===== config.mk =====
export PLATFORM = sky130hd
export DESIGN_NAME = digit_vote_display
export DESIGN_NICKNAME = d
export VERILOG_FILES = /design/src/rtl/digit_vote_display.sv
export SDC_FILE = /design/constraint.sdc
export NUM_CORES = 1
export LEC_CHECK = 0
export BUFFER_PORTS_ARGS = -buffer_cell sky130_fd_sc_hd__buf_2
export CAP_MARGIN = 10
export CORE_ASPECT_RATIO = 1.4
export CORE_UTILIZATION = 55
export DETAILED_ROUTE_END_ITERATION = 16
export GPL_TIMING_DRIVEN = 0
export PLACE_DENSITY = 0.76
export SYNTH_ARGS = -nofsm -noshare
export SYNTH_HDL_FRONTEND = slang
export SYNTH_SLANG_ARGS = --single-unit

===== constraint.sdc =====
create_clock -name clk -period 3.09 [get_ports clk]
set_clock_uncertainty 0.1 [all_clocks]
set_input_delay 0.618 -clock clk [delete_from_list [all_inputs] [get_ports clk]]
set_output_delay 0.618 -clock clk [all_outputs]
set_load 0.03 [all_outputs]

===== src/rtl/digit_vote_display.sv =====
// Majority-vote filter for the digit classifier: collects a window of class samples,
// scans the histogram for the winner and drives a 7-segment digit plus a result strobe.
// Optional confidence indicator on dp is enabled by defining VOTE_CONFIDENCE_EN.
module digit_vote_display #(
   parameter int WINDOW      = 8,
   parameter int CONF_THRESH = 6
) (
   input  logic       clk,
   input  logic       rst,
   input  logic       in_valid,
   output logic       in_ready,
   input  logic [3:0] in_class,
   output logic [3:0] result_digit,
   output logic [7:0] result_count,
   output logic       result_pulse,
   output logic [6:0] seg,
   output logic       dp
);

   localparam int CW = $clog2(WINDOW + 1);
   localparam logic [CW-1:0] LAST_SAMPLE = CW'(WINDOW - 1);

   if (WINDOW < 2 || WINDOW > 255) begin : gWindowCheck
      $error("digit_vote_display: WINDOW must be 2..255");
   end
   if (CONF_THRESH < 0) begin : gThreshCheck
      $error("digit_vote_display: CONF_THRESH must be non-negative");
   end

   typedef enum logic [1:0] {
      COLLECT,
      SCAN,
      PRESENT
   } voteState_t;

   voteState_t state_q, state_d;

   logic [CW-1:0] bins_q [10];
   logic [CW-1:0] sampleCnt_q;
   logic [3:0]    scanIdx_q;
   logic [CW-1:0] bestCount_q;
   logic [3:0]    bestIdx_q;
   logic [3:0]    resultDigit_q;
   logic [7:0]    resultCount_q;
   logic          resultPulse_q;
   logic [6:0]    seg_q;
   logic          dp_q;
   logic          accept;

   function automatic logic [6:0] segEncode(input logic [3:0] digit);
      logic [6:0] pattern;
      case (digit)
         4'd0:    pattern = 7'h3F;
         4'd1:    pattern = 7'h06;
         4'd2:    pattern = 7'h5B;
         4'd3:    pattern = 7'h4F;
         4'd4:    pattern = 7'h66;
         4'd5:    pattern = 7'h6D;
         4'd6:    pattern = 7'h7D;
         4'd7:    pattern = 7'h07;
         4'd8:    pattern = 7'h7F;
         4'd9:    pattern = 7'h6F;
         default: pattern = 7'h40;
      endcase
      return pattern;
   endfunction

   always_ff @(posedge clk) begin
      if (rst) state_q <= COLLECT;
      else     state_q <= state_d;
   end

   always_comb begin
      state_d = state_q;
      case (state_q)
         COLLECT: if (accept && sampleCnt_q == LAST_SAMPLE) state_d = SCAN;
         SCAN:    if (scanIdx_q == 4'd9) state_d = PRESENT;
         PRESENT: state_d = COLLECT;
         default: state_d = COLLECT;
      endcase
   end

   always_comb begin
      in_ready = (state_q == COLLECT) && !rst;
   end

   assign accept = in_valid && in_ready;

   // Histogram, strict-greater scan (ties keep the lowest digit) and result capture.
   always_ff @(posedge clk) begin
      if (rst) begin
         for (int k = 0; k < 10; k++) bins_q[k] <= '0;
         sampleCnt_q   <= '0;
         scanIdx_q     <= '0;
         bestCount_q   <= '0;
         bestIdx_q     <= 4'hF;
         resultDigit_q <= '0;
         resultCount_q <= '0;
         resultPulse_q <= 1'b0;
         seg_q         <= 7'h00;
         dp_q          <= 1'b0;
      end else begin
         resultPulse_q <= 1'b0;
         case (state_q)
            COLLECT: begin
               if (accept) begin
                  sampleCnt_q <= sampleCnt_q + 1'b1;
                  if (in_class <= 4'd9) bins_q[in_class] <= bins_q[in_class] + 1'b1;
               end
            end
            SCAN: begin
               if (bins_q[scanIdx_q] > bestCount_q) begin
                  bestCount_q <= bins_q[scanIdx_q];
                  bestIdx_q   <= scanIdx_q;
               end
               scanIdx_q <= scanIdx_q + 1'b1;
            end
            PRESENT: begin
               resultDigit_q <= bestIdx_q;
               resultCount_q <= 8'(bestCount_q);
               resultPulse_q <= 1'b1;
               seg_q         <= segEncode(bestIdx_q);
`ifdef VOTE_CONFIDENCE_EN
               dp_q          <= (32'(bestCount_q) >= CONF_THRESH);
`else
               dp_q          <= 1'b0;
`endif
               for (int k = 0; k < 10; k++) bins_q[k] <= '0;
               sampleCnt_q <= '0;
               scanIdx_q   <= '0;
               bestCount_q <= '0;
               bestIdx_q   <= 4'hF;
            end
            default: ;
         endcase
      end
   end

   assign result_digit = resultDigit_q;
   assign result_count = resultCount_q;
   assign result_pulse = resultPulse_q;
   assign seg          = seg_q;
   assign dp           = dp_q;

endmodule


==> impl_metrics.env <==
export IMPL_multiInputGateArea_sq_mm=0.00245
export IMPL_core_area_sq_mm=0.00908
export IMPL_clkLatencyLatePin_ns=0.35
export IMPL_timing_fmax_ghz=0.326
export IMPL_postRouteAntennaNets=0
export IMPL_firstDrtPassIters=10
export IMPL_clockBufferDepth=2
export IMPL_design_final_nets=508
export IMPL_grt_usage=0.248
export IMPL_cp_num_buf_inv=1
export IMPL_antenna_found_initial=0
export IMPL_diodes=0
export IMPL_start_util=0.569
export IMPL_period_needed_ns=3.07
export IMPL_end_kind="flop"
export IMPL_pin_count=29
export IMPL_routed_via_density=6.00
export IMPL_place_gp_congestion=0.932
export IMPL_worstPathMaxFanout=7
export IMPL_regArea_sq_mm=0.00269
export IMPL_worstPathArrival_ns=3.20
export IMPL_clkTransAtPathRegs_ns=0.07
export IMPL_ff2ff_setup_slack_ns=0.02
export IMPL_cts_root_buf="clkbuf_16"
export IMPL_gr_total_overflow=0
export IMPL_drt_initial_drc_count=148
export IMPL_synth_most_common_cell="nor2_1"
export IMPL_setup_viol=0
export IMPL_synth_top_cell_area_share=0.372
export IMPL_synth_flop_cell="edfxtp_1"
export IMPL_die_h_um=117
export IMPL_rsz0062_at_grt="true"
export IMPL_grt_max_degree=18
export IMPL_slew_headroom=0.521
export IMPL_slew_violations=0
export IMPL_yosys_area_top_type="edfxtp_1"
export IMPL_tritoncts="built"
export IMPL_syn_inst=418
export IMPL_wire_per_inst_um=19.1
export IMPL_area_delta_synth_final_pct=16.8
export IMPL_cp_start_kind="flop"
export IMPL_max_stage_delay_ns=0.53
export IMPL_maxCapViolations=0
export IMPL_fill_cells=687
export IMPL_syn_area_per_cell_sq_um=12.4
export IMPL_drc_errors=4
export IMPL_ctsHoldBuffers=0
export IMPL_first_global_vias=3505
export IMPL_ys_seq_elements=102
export IMPL_async_flop_share=0
export IMPL_p_leak_nw=2.33
export IMPL_via_count=3566
export IMPL_failed_checks="DRC"
export IMPL_ys_warn_count=0
export IMPL_cts_max_level=3
export IMPL_final_layout_size_suffix_gt1_frac=0.246
export IMPL_hold_path_class="flop to flop"
export IMPL_irDropWorstVdd_mv=0.365
export IMPL_cp_slowest_cell="mux4_2"
export IMPL_row_count=41
export IMPL_die_w_um=83.9
export IMPL_hold_violations=0
export IMPL_die_area_sq_mm=0.00979
export IMPL_ys_types=42
export IMPL_netlist_area_sq_mm=0.00516
export IMPL_critical_path_top_delay_family="multiplexers"
export IMPL_dp_hpwl_mm=8.24
export IMPL_min_period_over_period=0.993
export IMPL_cts_buffers=9
export IMPL_powerDensity_mw_per_mm2=535
export IMPL_yosysSeqAreaShare=0.519
export IMPL_worst_path_most_repeated_cell="mux4_2"
export IMPL_worstSetupPathType="flop to flop"
export IMPL_portBuffers=19
export IMPL_worst_slew_pin_slew_ns=0.718
export IMPL_status="complete, but fails checks"
export IMPL_cp_required_ns=3.22
export IMPL_placed_area_sq_mm=0.00551
export IMPL_stdcell_area_sq_mm=0.00603
export IMPL_numClockSinks=102
export IMPL_synth_edff_count=64
export IMPL_synthTopCellsByCount="nor2_1, edfxtp_1, dfxtp_1"
export IMPL_grt_first_pass_wirelength_mm=18.0
export IMPL_utilization=0.664
export IMPL_worstHoldStart="seg[1]"
export IMPL_yosys_top_cells_area="edfxtp_1, dfxtp_1, mux4_2"
export IMPL_wl_mm=11.4
export IMPL_path_cells="buf_12, mux4_2, mux4_2, ha_4, nor2b_1, o21a_1, o21ai_4, a211o_1, o32ai_2, nand2b_1"
[final timing paths]
kind	to	cells after the start
max	bestIdx_q[1]	10
min	seg[1]	2
max reg2reg	bestIdx_q[1]	10
min reg2reg	seg[1]	2
[area by class of cell]
cell class                 count  share of cell area
inverter                      17              0.0108
timing repair buffer          27              0.0284
clock buffer                   9              0.0373
multi-input combinational    299               0.407
clock inverter                 7              0.0160
tap                          107              0.0222
buffer                        26              0.0326
sequential                   102               0.446
[flip-flops by register name (all words and copies together) (netlist names), named ones only]
signal and count:
seg 7, result_pulse 1, scanIdx_q 4, result_count 4, result_digit 4, sampleCnt_q 4, bins_q 64, state_q 2
bestCount_q 4, bestIdx_q 4
[through the flow]
stage	power, mW	TNS (ns)	std cells	hold slack, ns	worst slack [ns]
after floorplan	1.89	0	446	0.360	0.0187
after global placement	1.98	-12.44	572	0.346	-0.432
after detailed placement	2.00	-13.41	572	0.354	-0.445
after CTS	3.21	0	592	0.364	0.00154
after global routing	3.32	-0.205	594	0.402	-0.0570
final	3.23	0	594	0.360	0.0211
[cells in the final DEF, fill, tap and decap left out, types with 10 or more instances in the layout]
master | Yosys | final
a21oi_1 | 16 | 15
buf_2 | 6 | 22
buf_4 | 6 | 14
conb_1 | 1 | 29
dfxtp_1 | 38 | 36
edfxtp_1 | 64 | 64
ha_1 | 19 | 16
inv_1 | 14 | 14
mux2i_1 | 14 | 14
mux4_2 | 33 | 33
nand2_1 | 32 | 31
nand2b_1 | 10 | 10
nand3_1 | 15 | 15
nor2_1 | 66 | 66
[per-layer routing]
| metal | routed length [um] | vias up | global-route usage |
|---|---|---|---|
| met5 | 0 | - | 0 |
| met1 | 4090 | 1773 | 0.268 |
| met2 | 6300 | 129 | 0.468 |
| met4 | 452 | 0 | 0.128 |
| li1 | - | 1630 | - |
| met3 | 531 | 34 | 0.0424 |
[worst reg2reg max path, stage by stage, from the launching register on]
cell and delay, ns:
dfxtp_4 0.38, buf_12 0.14, mux4_2 0.51, mux4_2 0.53, ha_4 0.29, nor2b_1 0.12, o21a_1 0.20, o21ai_4 0.10
a211o_1 0.38, o32ai_2 0.12, nand2b_1 0.09
[logic make-up after synthesis]
kind of cell | count (synthesis) | share of synthesized area
mux | 52 | 0.194
compound gates | 42 | 0.0528
simple gates | 155 | 0.137
xor+xnor | 2 | 0.00485
other cells | 1 | 0.000726
fa+ha+maj | 19 | 0.0460
flops | 102 | 0.519
buf+inv | 45 | 0.0460
[power breakdown]
part | internal (mW) | leakage [nW] | total (mW) | switching, mW
combinational | 0.178 | 1.22 | 0.411 | 0.233
clock | 0.712 | 0.160 | 1.21 | 0.503
sequential | 1.55 | 0.958 | 1.60 | 0.0536
[what timing repair did]
action	4_1_cts	5_1_grt
pin swaps	6	8
gates cloned	0	0
resized for setup	12	17
endpoints found under the setup margin	33	24
setup buffers	5	3
Power figures use the tool's default switching activity.
